==> src/rtl/fractal_sync_pkg.sv <==
// Shared fractal sync definitions: source/destination side mask and defaults.
package fractal_sync_pkg;

    localparam int unsigned SD_WIDTH = 2;

    // Side mask carried by every barrier arrival.
    typedef enum logic [SD_WIDTH-1:0] {
        SD_NONE       = 2'b00,
        SD_EAST_NORTH = 2'b01,
        SD_WEST_SOUTH = 2'b10,
        SD_BOTH       = 2'b11
    } sd_e;

    localparam int unsigned DEFAULT_BARRIER_RF_DEPTH = 4;

endpackage

==> src/rtl/fractal_sync_rr_arb.sv <==
// N-input round-robin arbiter. The search starts at the pointer; the pointer
// moves past the granted input only when the advance strobe is high.
module fractal_sync_rr_arb #(
    parameter int unsigned N    = 2,
    parameter int unsigned IdxW = (N > 1) ? $clog2(N) : 1
) (
    input  logic            clk_i,
    input  logic            rst_ni,
    input  logic [N-1:0]    eligible,
    input  logic            advance,
    output logic [N-1:0]    grant,
    output logic [IdxW-1:0] grant_idx
);

    logic [IdxW-1:0] ptr_q, ptr_d;
    logic            found;
    int unsigned     cand;

    // First eligible input at or after the pointer, wrapping around.
    always_comb begin
        grant     = '0;
        grant_idx = '0;
        found     = 1'b0;
        cand      = 0;
        for (int unsigned i = 0; i < N; i++) begin
            cand = 32'(ptr_q) + i;
            if (cand >= N) begin
                cand = cand - N;
            end
            if (!found && eligible[cand]) begin
                found       = 1'b1;
                grant[cand] = 1'b1;
                grant_idx   = IdxW'(cand);
            end
        end
    end

    // Next pointer is one past the winner; held when nothing is granted.
    always_comb begin
        ptr_d = ptr_q;
        if (advance && found) begin
            if (32'(grant_idx) + 1 >= N) begin
                ptr_d = '0;
            end else begin
                ptr_d = grant_idx + 1'b1;
            end
        end
    end

    // Pointer register.
    always_ff @(posedge clk_i or negedge rst_ni) begin
        if (!rst_ni) begin
            ptr_q <= '0;
        end else begin
            ptr_q <= ptr_d;
        end
    end

endmodule

==> src/rtl/fractal_sync_barrier_rf.sv <==
// Multi-port barrier register file for a fractal sync node. Partial arrivals
// are kept in a small associative table keyed by barrier ID; one completion is
// issued per barrier once both sides have arrived.
// Optional: define FRACTAL_SYNC_BARRIER_RF_STATS_EN for occupancy_o and a
// high-water register.
module fractal_sync_barrier_rf
    import fractal_sync_pkg::*;
#(
    parameter int unsigned N_PORTS  = 2,
    parameter int unsigned ID_WIDTH = 4,
    parameter int unsigned DEPTH    = DEFAULT_BARRIER_RF_DEPTH,
    parameter int unsigned SD_W     = SD_WIDTH
) (
    input  logic                         clk_i,
    input  logic                         rst_ni,
    input  logic [N_PORTS-1:0]           req_valid_i,
    output logic [N_PORTS-1:0]           req_ready_o,
    input  logic [N_PORTS*ID_WIDTH-1:0]  req_id_i,
    input  logic [N_PORTS*SD_W-1:0]      req_sd_i,
    output logic                         rsp_valid_o,
    input  logic                         rsp_ready_i,
    output logic [ID_WIDTH-1:0]          rsp_id_o,
    output logic                         err_o
`ifdef FRACTAL_SYNC_BARRIER_RF_STATS_EN
    ,
    output logic [$clog2(DEPTH+1)-1:0]   occupancy_o
`endif
);

    localparam int unsigned EntW  = (DEPTH > 1) ? $clog2(DEPTH) : 1;
    localparam int unsigned PortW = (N_PORTS > 1) ? $clog2(N_PORTS) : 1;

    localparam logic [SD_W-1:0] SdNone = SD_W'(SD_NONE);
    localparam logic [SD_W-1:0] SdBoth = SD_W'(SD_BOTH);

    typedef struct packed {
        logic                valid;
        logic [ID_WIDTH-1:0] id;
        logic [SD_W-1:0]     sd;
    } entry_t;

    entry_t [DEPTH-1:0]              tbl_q, tbl_d;
    logic                            rsp_valid_q, rsp_valid_d;
    logic [ID_WIDTH-1:0]             rsp_id_q, rsp_id_d;
    logic                            err_q, err_d;

    logic                            slot_free;
    logic                            free_exists;
    logic [EntW-1:0]                 free_idx;
    logic [N_PORTS-1:0]              hit;
    logic [N_PORTS-1:0][EntW-1:0]    hit_idx;
    logic [N_PORTS-1:0]              eligible;
    logic [N_PORTS-1:0]              grant;
    logic [PortW-1:0]                grant_idx;
    logic                            any_grant;
    logic [ID_WIDTH-1:0]             sel_id;
    logic [SD_W-1:0]                 sel_sd;
    logic                            sel_hit;
    logic [EntW-1:0]                 sel_idx;

    // Output slot can take a new completion this cycle.
    assign slot_free = !rsp_valid_q || rsp_ready_i;

    // Lowest-index free entry.
    always_comb begin
        free_exists = 1'b0;
        free_idx    = '0;
        for (int unsigned e = 0; e < DEPTH; e++) begin
            if (!free_exists && !tbl_q[e].valid) begin
                free_exists = 1'b1;
                free_idx    = EntW'(e);
            end
        end
    end

    // Per-port ID lookup and eligibility; ready is forced low while in reset.
    always_comb begin
        hit      = '0;
        hit_idx  = '0;
        eligible = '0;
        for (int unsigned p = 0; p < N_PORTS; p++) begin
            for (int unsigned e = 0; e < DEPTH; e++) begin
                if (!hit[p] && tbl_q[e].valid &&
                    tbl_q[e].id == req_id_i[p*ID_WIDTH +: ID_WIDTH]) begin
                    hit[p]     = 1'b1;
                    hit_idx[p] = EntW'(e);
                end
            end
            eligible[p] = rst_ni && req_valid_i[p] && slot_free &&
                          (req_sd_i[p*SD_W +: SD_W] == SdBoth ||
                           req_sd_i[p*SD_W +: SD_W] == SdNone ||
                           hit[p] || free_exists);
        end
    end

    fractal_sync_rr_arb #(
        .N    (N_PORTS),
        .IdxW (PortW)
    ) u_arb (
        .clk_i     (clk_i),
        .rst_ni    (rst_ni),
        .eligible  (eligible),
        .advance   (any_grant),
        .grant     (grant),
        .grant_idx (grant_idx)
    );

    assign any_grant   = |eligible;
    assign req_ready_o = grant;
    assign sel_id      = req_id_i[grant_idx*ID_WIDTH +: ID_WIDTH];
    assign sel_sd      = req_sd_i[grant_idx*SD_W +: SD_W];
    assign sel_hit     = hit[grant_idx];
    assign sel_idx     = hit_idx[grant_idx];

    // Apply the accepted arrival to the table and the response/error outputs.
    always_comb begin
        tbl_d       = tbl_q;
        rsp_valid_d = rsp_valid_q && !rsp_ready_i;
        rsp_id_d    = rsp_id_q;
        err_d       = 1'b0;
        if (any_grant) begin
            if (sel_sd == SdNone) begin
                err_d = 1'b1;
            end else if (sel_sd == SdBoth) begin
                rsp_valid_d = 1'b1;
                rsp_id_d    = sel_id;
            end else if (sel_hit) begin
                if ((tbl_q[sel_idx].sd & sel_sd) == '0) begin
                    // Other side already waiting: barrier complete.
                    tbl_d[sel_idx] = '0;
                    rsp_valid_d    = 1'b1;
                    rsp_id_d       = sel_id;
                end else begin
                    // Same side arrived twice.
                    err_d = 1'b1;
                end
            end else begin
                tbl_d[free_idx].valid = 1'b1;
                tbl_d[free_idx].id    = sel_id;
                tbl_d[free_idx].sd    = sel_sd;
            end
        end
    end

    // Table and output registers.
    always_ff @(posedge clk_i or negedge rst_ni) begin
        if (!rst_ni) begin
            tbl_q       <= '0;
            rsp_valid_q <= 1'b0;
            rsp_id_q    <= '0;
            err_q       <= 1'b0;
        end else begin
            tbl_q       <= tbl_d;
            rsp_valid_q <= rsp_valid_d;
            rsp_id_q    <= rsp_id_d;
            err_q       <= err_d;
        end
    end

    assign rsp_valid_o = rsp_valid_q;
    assign rsp_id_o    = rsp_id_q;
    assign err_o       = err_q;

`ifdef FRACTAL_SYNC_BARRIER_RF_STATS_EN
    localparam int unsigned OccW = $clog2(DEPTH + 1);

    logic [OccW-1:0] occ_q, occ_d, hwm_q;

    // Count of entries that will be valid after this edge.
    always_comb begin
        occ_d = '0;
        for (int unsigned e = 0; e < DEPTH; e++) begin
            occ_d = occ_d + OccW'(tbl_d[e].valid);
        end
    end

    // Occupancy and high-water registers.
    always_ff @(posedge clk_i or negedge rst_ni) begin
        if (!rst_ni) begin
            occ_q <= '0;
            hwm_q <= '0;
        end else begin
            occ_q <= occ_d;
            if (occ_q > hwm_q && 32'(hwm_q) < DEPTH) begin
                hwm_q <= occ_q;
            end
        end
    end

    assign occupancy_o = occ_q;

    occ_in_range_a: assert property (@(posedge clk_i) disable iff (!rst_ni)
        32'(occ_q) <= DEPTH && 32'(hwm_q) <= DEPTH);
`endif

endmodule

==> config.mk <==
export PLATFORM = sky130hd
export DESIGN_NAME = fractal_sync_barrier_rf
export DESIGN_NICKNAME = d
export VERILOG_FILES = /design/src/rtl/fractal_sync_pkg.sv /design/src/rtl/fractal_sync_rr_arb.sv /design/src/rtl/fractal_sync_barrier_rf.sv
export SDC_FILE = /design/constraint.sdc
export NUM_CORES = 1
export LEC_CHECK = 0
export CAP_MARGIN = 20
export CORE_UTILIZATION = 58
export DETAILED_ROUTE_END_ITERATION = 10
export PLACE_DENSITY = 0.81
export SYNTH_ARGS = -nofsm -noshare
export SYNTH_HDL_FRONTEND = slang
export SYNTH_HIERARCHICAL = 1
export SYNTH_SLANG_ARGS = --single-unit
==> constraint.sdc <==
create_clock -name clk_i -period 4.8 [get_ports clk_i]
set_input_delay 0.72 -clock clk_i [delete_from_list [all_inputs] [get_ports clk_i]]
set_output_delay 0.72 -clock clk_i [all_outputs]
set_load 0.02 [all_outputs]
# Word level (Yosys, flattened, before mapping)
# Index checks and enable logic that the tools add are counted.
# W data, S select, Z words.
[word_totals] reg_bits=35 latch_bits=0 ramBits=0 rom_bits=0 input_bits=17 output_inout_bits=8 n_memories=0
[classes] n_addsub=5 multipliers=0 div_mod_pow=0 order_cmp=12 n_eq_ne=12 shift=2 mux=70 n_bitwise=6 n_reduce_logical=60
[ops] cell="$bwmux W28" count=3
[ops] cell="$ge A32 B1 Y1 const B" count=2
[ops] cell="$ge A32 B2 Y1 const B" count=2
[ops] cell="$lt A32 B2 Y1 const B" count=2
[ops] cell="$mux W32" count=2
[ops] cell="$demux W7 S2" count=4
[ops] cell="$mux W28" count=2
[ops] cell="$mux W1" count=38
[ops] cell="$eq A4 B4 Y1" count=8
[ops] cell="$sub A32 B2 Y32 const B" count=1
[ops] cell="$logic_and A1 B1 Y1" count=30
[ops] cell="$and A28 B28 Y28" count=1
[ops] cell="$not A28 Y28" count=1
[ops] cell="$mux W2" count=12
[ops] cell="$bmux W7 S2" count=1
[ops] cell="$logic_not A1 Y1" count=14
[ops] cell="$mux W7" count=2
[ops] cell="$mux W4" count=3
[ops] cell="$logic_not A2 Y1" count=4
[ops] cell="$reduce_and A4 Y1" count=2
[ops] cell="$shiftx A8 B4 Y4" count=1
[ops] cell="$logic_or A1 B1 Y1" count=7
[ops] cell="$eq A2 B2 Y1 const B" count=3
[ops] cell="$lt A2 B3 Y1 const B" count=2
[ops] cell="15 further kinds" count=20

# Longest topological paths before layout
[logic_depth] word_depth=35 ltp_mapped=17

# Cells and area by module
# Netlist, hierarchy kept.
[modules_own_cells] mod="fractal_sync_barrier_rf" instances=1 cells_each=278 area_per_inst_um2=2511.2
[modules_own_cells] mod="fractal_sync_rr_arb" instances=1 cells_each=7 area_per_inst_um2=62.6

# Worst setup path after synthesis
# OpenSTA, ideal clock, no wires.
[synth_timing] kind="input-to-reg" start="input port req_id_i[5]" end="register tbl_q[21] in the netlist's numbering" setup_time_ns=0.129 t_arrival_ns=4.050 required_ns=4.671 setup_slack_ns=0.621 path_stages=15 cell_sequence="buf_2 > xor2_1 > nor4_2 > nor4b_1 > a31oi_1 > a21boi_1 > clkbuf_1 > buf_1 > mux2i_1 > ha_1 > o21ai_1 > buf_2 > nor2_1 > a22oi_1 > o21ai_1"
[synth_via] elab_chain_cells=34 elab_cells_between_ends=59 cone_classes="order compare: 2; eq/ne: 6; shift: 1; mux: 25; bitwise: 5; reduce/logical: 20"
[synth_lines] item="from (decl)" line="fractal_sync_barrier_rf.sv:18" rtl="input logic [N_PORTS*ID_WIDTH-1:0] req_id_i,"
[synth_lines] item="$eq A4 B4 Y1" line="fractal_sync_barrier_rf.sv:84" rtl="tbl_q[e].id == req_id_i[p*ID_WIDTH +: ID_WIDTH]) begin"
[synth_lines] item="$logic_and A1 B1 Y1" line="fractal_sync_barrier_rf.sv:83" rtl="if (!hit[p] && tbl_q[e].valid &&"
[synth_lines] item="$mux W1" line="fractal_sync_barrier_rf.sv:83"
[synth_lines] item="$logic_not A1 Y1" line="fractal_sync_barrier_rf.sv:83"
[synth_lines] item="$logic_and A1 B1 Y1 (2 in a row)" line="fractal_sync_barrier_rf.sv:83"
[synth_lines] item="$mux W1" line="fractal_sync_barrier_rf.sv:83"
[synth_lines] item="$logic_not A1 Y1" line="fractal_sync_barrier_rf.sv:83"
[synth_lines] item="$logic_and A1 B1 Y1 (2 in a row)" line="fractal_sync_barrier_rf.sv:83"
[synth_lines] item="[... 8 more ...]"
[synth_lines] item="via eligible[1]" line="fractal_sync_barrier_rf.sv:52" rtl="logic [N_PORTS-1:0] eligible;"
[synth_lines] item="[... 6 more ...]"
[synth_lines] item="via grant_idx" line="fractal_sync_barrier_rf.sv:54" rtl="logic [PortW-1:0] grant_idx;"
[synth_lines] item="[... 2 more ...]"
[synth_lines] item="$lt A2 B3 Y1 (implied by the code) or $ge A2 B1 Y1 (tied branches)" line="fractal_sync_barrier_rf.sv:130" rtl="tbl_d[sel_idx] = '0;"
[synth_lines] item="$logic_and A1 B1 Y1 (implied by the code)" line="fractal_sync_barrier_rf.sv:130"
[synth_lines] item="$mux W7 (implied by the code)" line="fractal_sync_barrier_rf.sv:130"
[synth_lines] item="$demux W7 S2" line="fractal_sync_barrier_rf.sv:130"
[synth_lines] item="$not A28 Y28 (no line)"
[synth_lines] item="$and A28 B28 Y28 (no line)"
[synth_lines] item="$mux W28" line="fractal_sync_barrier_rf.sv:128" rtl="if ((tbl_q[sel_idx].sd & sel_sd) == '0) begin"
[synth_lines] item="$mux W28" line="fractal_sync_barrier_rf.sv:127" rtl="end else if (sel_hit) begin"
[synth_lines] item="to (signal assigned)" line="fractal_sync_barrier_rf.sv:153" rtl="tbl_q <= tbl_d;"
[synth_lines] item="to (decl)" line="fractal_sync_barrier_rf.sv:42" rtl="entry_t [DEPTH-1:0] tbl_q, tbl_d;"
# The timed path passes the listed nets; every way through them passes the cells marked *. The select of a mux whose other input is x is not followed.
# A chain may end at the register's enable or synchronous reset.

# Worst setup path after layout
[layout_timing] start="input port req_id_i[3]" end="register tbl_q[4] in the netlist's numbering"
# Same word-level chain as after synthesis.

==> flow_summary.ini <==
[synth]
syn_inst = 285
yosysSeqAreaShare_pct = 34.0
syn-num-nets = 304
synthArstFlopShare_pct = 100
yosysMostFrequentCell = dfrtp_1
synth.distinct_cells = 47
synth_top_area_cell = dfrtp_1
syn_avg_cell_area_um2 = 9.03
synthTopCellsByArea = dfrtp_1 (34%), xor2_1 (6.5%), mux2i_1 (5.4%)
syn_area_um2 = 2570
synth.top_cells.by_count = dfrtp_1 (35), nand2_1 (29), nor2_1 (19), xor2_1 (19), nand3_1 (18)
synth_edf_count = 0
synth_flop_cell = dfrtp_1
synth_top_area_share_pct = 34.0
synth_seq_cells = 35
synth_warnings = 6

[cts]
worstSkewPairLatency_ps = 300
numCtsBuffers = 5
cts_tree = done
htreeDepth = 2
cts_resized = 0
clockBufferDepth = 2
cts_root_buffer = clkbuf_8
ctsHoldBuffers = 0
cts_sinks = 35
postCtsSetupBuffers = 0
cts.clk_slew.worst_paths_ps = 60

[placed_design]
portBuffers = 24
dpl_cell_area_um2 = 2870
place_ws_ps = 54.8
place_congestion = 0.945
dp.cells = 355
detailed_place_hpwl_um = 4940

[routing]
drtAntennaViolNets = 0
dr_total_vias = 2276
wire_per_inst_um = 18.5
drt_wl_total_um = 6710
viasPerCell = 6.27
drc = 0
drtIter0Drc = 330
dr.pass1.iters = 5

[power]
powerDensity_nw_per_um2 = 541
p_leak_nw = 1.23
irDropWorstVdd_uv = 296
report.power.total_mw = 1.60

[global_route]
grt.total_usage_pct = 31.6
grt_max_degree = 36
antenna_found_initial = 0
grt_pass1_wl_um = 10400
overflow = 0
grt_pass1_vias = 2059

[worst_setup_path]
reg2reg_from = tbl_q[10]
crit_type = in -> reg
worst_ep_arrival_time_ps = 4620
reg2reg_slack_ps = 950
endpoint = tbl_q[4]
worstRegToRegCells = 13
critPathCaptureType = flip-flop
timing.rr.end = tbl_q[4]
worstPathRequired_ps = 4960
startpoint = req_id_i[3]
start_kind = input port
worstPathMaxFanout = 14

[run]
cap_violations = 0

[timing]
fmax_ghz = 0.224
slew_violations = 0
tightestPinTransition_ps = 780
fin_crit_sh_pct = 92.9
rsz0062_at_grt = no
fin_ws_ps = 342
finClkSkew_ps = 13.1
max-slew-margin-rel_pct = 47.6
finalHoldViolations = 0
finalSetupTns_ps = 0
min_period_ps = 4460
finalSetupViolCount = 0

[worst_hold_path]
hold_class = reg -> reg

[outcome]
status = finished clean

[floorplan]
rows = 23
core-area_um2 = 4120
initial_core_util_pct = 62.5
die_y_um = 68.6
ios = 25
chipWidth_um = 68.6
die-area_um2 = 4710

[final_layout]
drive_gt1_share_pct = 14.4
nets = 331
final_cells = 363
area_growth_pct = 14.8
insertedDiodeCount = 0
final_area_um2 = 2950
## cells in the final DEF (no fill, tap or decap), types with 2 or more instances in the layout
| cell type | netlist | final |
|---|---|---|
| a221oi_1 | 4 | 4 |
| dfrtp_1 | 35 | 35 |
| nor2_1 | 19 | 19 |
| nor4_2 | 2 | 2 |
| nand4_1 | 2 | 2 |
| xnor2_1 | 15 | 15 |
| inv_1 | 8 | 8 |
| nor3_1 | 8 | 8 |
| buf_2 | 8 | 2 |
| clkbuf_1 | 5 | 2 |
| a21oi_2 | 2 | 2 |
| nand3_1 | 18 | 18 |
| a22oi_1 | 12 | 12 |
| nor3_2 | 2 | 2 |
| a21oi_1 | 5 | 5 |
| mux2_2 | 5 | 5 |
| nor2b_1 | 5 | 5 |
| a21boi_1 | 2 | 2 |
| nor3_4 | 3 | 3 |
| clkbuf_8 | 0 | 5 |
| o22ai_1 | 8 | 8 |
| clkdlybuf4s50_1 | 0 | 23 |
| o21ai_0 | 6 | 6 |
| a31oi_1 | 4 | 4 |
| ha_1 | 2 | 2 |
| mux2i_1 | 14 | 14 |
| nand2_1 | 29 | 29 |
| o21ai_1 | 15 | 15 |
| xor2_1 | 19 | 19 |
| buf_4 | 1 | 14 |
| or3_1 | 4 | 4 |
| nand2b_1 | 3 | 3 |
## logic make-up (layout without fill, tap and decap cells)
logic type	count (synthesis)	after routing	synth area share [%]
AO/OA/AOI/OAI	66	66	17.6
flip-flops	35	35	34.0
AND/OR/NAND/NOR	101	101	21.7
buffers and inverters	27	55	5.64
XOR/XNOR	34	34	11.6
multiplexers	20	20	8.51
adder cells (fa/ha/maj)	2	2	0.972
## stage by stage
step	utilization, %	hold slack [ps]
floorplan	-	424
global placement	69.5	497
detailed placement	69.7	505
CTS	71.6	515
global route	71.8	530
finish	71.8	511
## routing by layer
layer | share of wire (%) | GRT usage (%)
met3 | 7.4 | 7.07
met5 | 0 | 0
met2 | 46 | 49.0
met1 | 44 | 42.4
met4 | 3.1 | 13.0
## worst max-delay path: stages
cell,delay (ps)
clkdlybuf4s50_1,660
xnor2_1,160
nand3_1,90
nor3_1,330
and4bb_2,300
a31oi_2,170
a21boi_1,120
buf_4,210
a2111oi_0,550
a31o_2,250
mux4_2,310
and2_4,240
nor4_4,410
nor2_1,90
## sequential cells by signal, indices dropped and copies added, names as in the netlist, named ones only
name         flops
tbl_q           28
err_o            1
rsp_valid_o      1
rsp_id_o         4
## cell type report
type | instances | area (um^2)
Tap cell | 50 | 62.6
Timing Repair Buffer | 39 | 345
Fill cell | 327 | 1160
Sequential cell | 35 | 876
Multi-Input combinational cell | 223 | 1560
Clock buffer | 7 | 76.3
Inverter | 8 | 30.0
Clock inverter | 1 | 5.00
## report_power, final
group | total [mW] | internal (mW) | switching, mW
Combinational | 0.850 | 0.369 | 0.482
Sequential | 0.541 | 0.411 | 0.130
Clock | 0.207 | 0.102 | 0.105
Total | 1.60 | 0.882 | 0.717
## how the worst min path moves through the flow
stage                            to  slack (ps)  cells after the start
final                     flip-flop         510                      1
after floorplan               err_o         420                      0
after CTS                 flip-flop         510                      1
after global routing      flip-flop         530                      1
after detailed placement  flip-flop         510                      1
after global placement    flip-flop         500                      1
No activity file was read; power rests on OpenSTA's default activity.
==> edit (same settings) <==
Add a define of `FRACTAL_SYNC_BARRIER_RF_STATS_EN`.
--- a/src/rtl/fractal_sync_barrier_rf.sv
+++ b/src/rtl/fractal_sync_barrier_rf.sv
@@ -3,6 +3,8 @@
 // issued per barrier once both sides have arrived.
 // Optional: define FRACTAL_SYNC_BARRIER_RF_STATS_EN for occupancy_o and a
 // high-water register.
+`define FRACTAL_SYNC_BARRIER_RF_STATS_EN
+
 module fractal_sync_barrier_rf
     import fractal_sync_pkg::*;
 #(
Formal check against the unedited RTL (old outputs only; new: occupancy_o): equivalent (equiv_simple and equiv_induct, registers matched by name and starting in step).
==> edit against the unedited design <==
- routed wire length up 0.98%
- critical path depth up 4
- setup slack lost 320 ps
- power is 26% higher
- non-clock buffer count is 32 higher
- count of clock-buffer cells in the layout shrank 2
- cell count is 1.7% lower
- area after synthesis decreased by 4.4%
- final area is 9.8% higher
- clock skew down 3.3 ps
- sequential cell count grew 3
- combinational power increased by 38%
- largest cell class unchanged
- highest routed layer unchanged
==> edit: results (changes against the unedited design) <==
metal3 WL: 492 microns (was 497 microns)
Clock Power: 0.000224 W (was 0.000207 W)
slowest library cell on the worst path: clkdlybuf4s50_1 (unchanged)
worst hold slack: 296 ps (was 511 ps)
Setup WS pre-CTS: -393 ps (was 54.8 ps)
DP Cell Count: 349 (was 355)
first-pass GRT wire length: 9950 microns (was 10400 microns)
Combinational Power Share: 58.2% (was 53.2%)
worst path arrival time: 4950 ps (was 4620 ps)
met1 wire length: 2930 microns (about the same)
Syn Nets: 265 (was 304)
hpwl dp: 4770 microns (was 4940 microns)
switch share: 44.5% (was 44.8%)
IO Port Bufs: 27 (was 24)
routability cong.: 0.934 (was 0.945)
Hold WC Path Type: in2async (was reg2reg)
Setup crit end: occupancy_o[1] (was tbl_q[4])
Final #Nets: 328 (was 331)
wire per inst: 19.0 microns (was 18.5 microns)
Max Freq: 209 MHz (was 224 MHz)
dpl cell area: 3050 sq um (was 2870 sq um)
drt pass-1 iters: 4 (was 5)
FF-to-FF setup slack: 560 ps (was 950 ps)
clock buffer depth: 2 (unchanged)
# DRC: 0 (unchanged)
CTS clk-pin slew, worst paths: 90 ps (was 60 ps)
max incr delay on CP: 560 ps (was 660 ps)
worst slew pin tran: 572 ps (was 780 ps)
final non-filler cell total: 357 (was 363)
later-pin clock latency in the skew report: 290 ps
antenna cells: 0 (unchanged)
Critical path origin: req_id_i[7] (was req_id_i[3])
share of cells above drive strength 1: 28.3% (was 14.4%)
Seq/Total Area, Yosys: 38.7% (was 34.0%)
P_leak: 1.46 nW (was 1.23 nW)
Mean Syn Cell Area: 10.1 sq um (was 9.03 sq um)
status: complete, no violations (unchanged)
critical path's top delay family: simple AND/OR/NAND/NOR gates (unchanged)
met2 wire len: 3170 microns (was 3080 microns)
Vias: 2155 (was 2276)
Final Skew: 9.77 ps (was 13.1 ps)
Yosys top cell area share: 38.7% (was 34.0%)
crit-path max FO: 7 (was 14)
ranking of synthesized cells by area: dfrtp_1 39%, xor2_1 9.3%, mux2i_1 5.7%, o22ai_1 4.6%, nand2_1 3.1% (was dfrtp_1 34%, xor2_1 6.5%, mux2i_1 5.4%, xnor2_1 5.1%, nand2_1 4.2%)
vias in the first global route: 2026 (was 2059)
Unique masters post-synth: 53 (was 47)
pin count of the biggest net entering global routing: 29 (was 36)
maximum VDD drop: 0.341 mV (was 0.296 mV)
Syn. warnings: 6 (unchanged)
Commonest cells post-synth: 38 x dfrtp_1, 26 x xor2_1, 20 x nand2_1, 18 x o22ai_1, 16 x inv_1 (was 35 x dfrtp_1, 29 x nand2_1, 19 x nor2_1, 19 x xor2_1, 18 x nand3_1)
Overall Global Routing Usage: 30.9% (was 31.6%)
initial DRC count: 182 (was 330)
Worst Reg-to-Reg Cells: 17 (was 13)
Power Density: 619 nW/um^2 (was 541 nW/um^2)
edit: final cells by class:
| cell class | instances | area, sq um |
|---|---|---|
| timing repair buffer | 71 | 603 |
| inverter | 16 | 60.1 |
| multi-input combinational | 174 | 1480 |
| clock inverter | 3 | 21.3 |
| sequential | 38 | 951 |
| clock buffer | 5 | 68.8 |
| tap | 50 | 62.6 |
| fill | 226 | 785 |
edit: routing by layer:
layer  track usage, %  vias up
li1                 -     1001
met1             40.7     1044
met2             49.3       92
met3             7.02       18
met4             11.4        0
met5                0        -
edit: kinds of logic after synthesis:
group | Yosys count | synth area share [%]
simple gates | 65 | 16.3
compound gates | 56 | 18.7
flops | 38 | 38.7
xor+xnor | 34 | 12.1
buf+inv | 31 | 5.70
mux | 14 | 5.70
fa+ha+maj | 5 | 2.85
edit: what timing repair did:
item	4_1_cts	5_1_grt
resized for setup	4	15
setup endpoints to repair	2	3
endpoints found under the hold margin	0	0
pin swaps	0	4
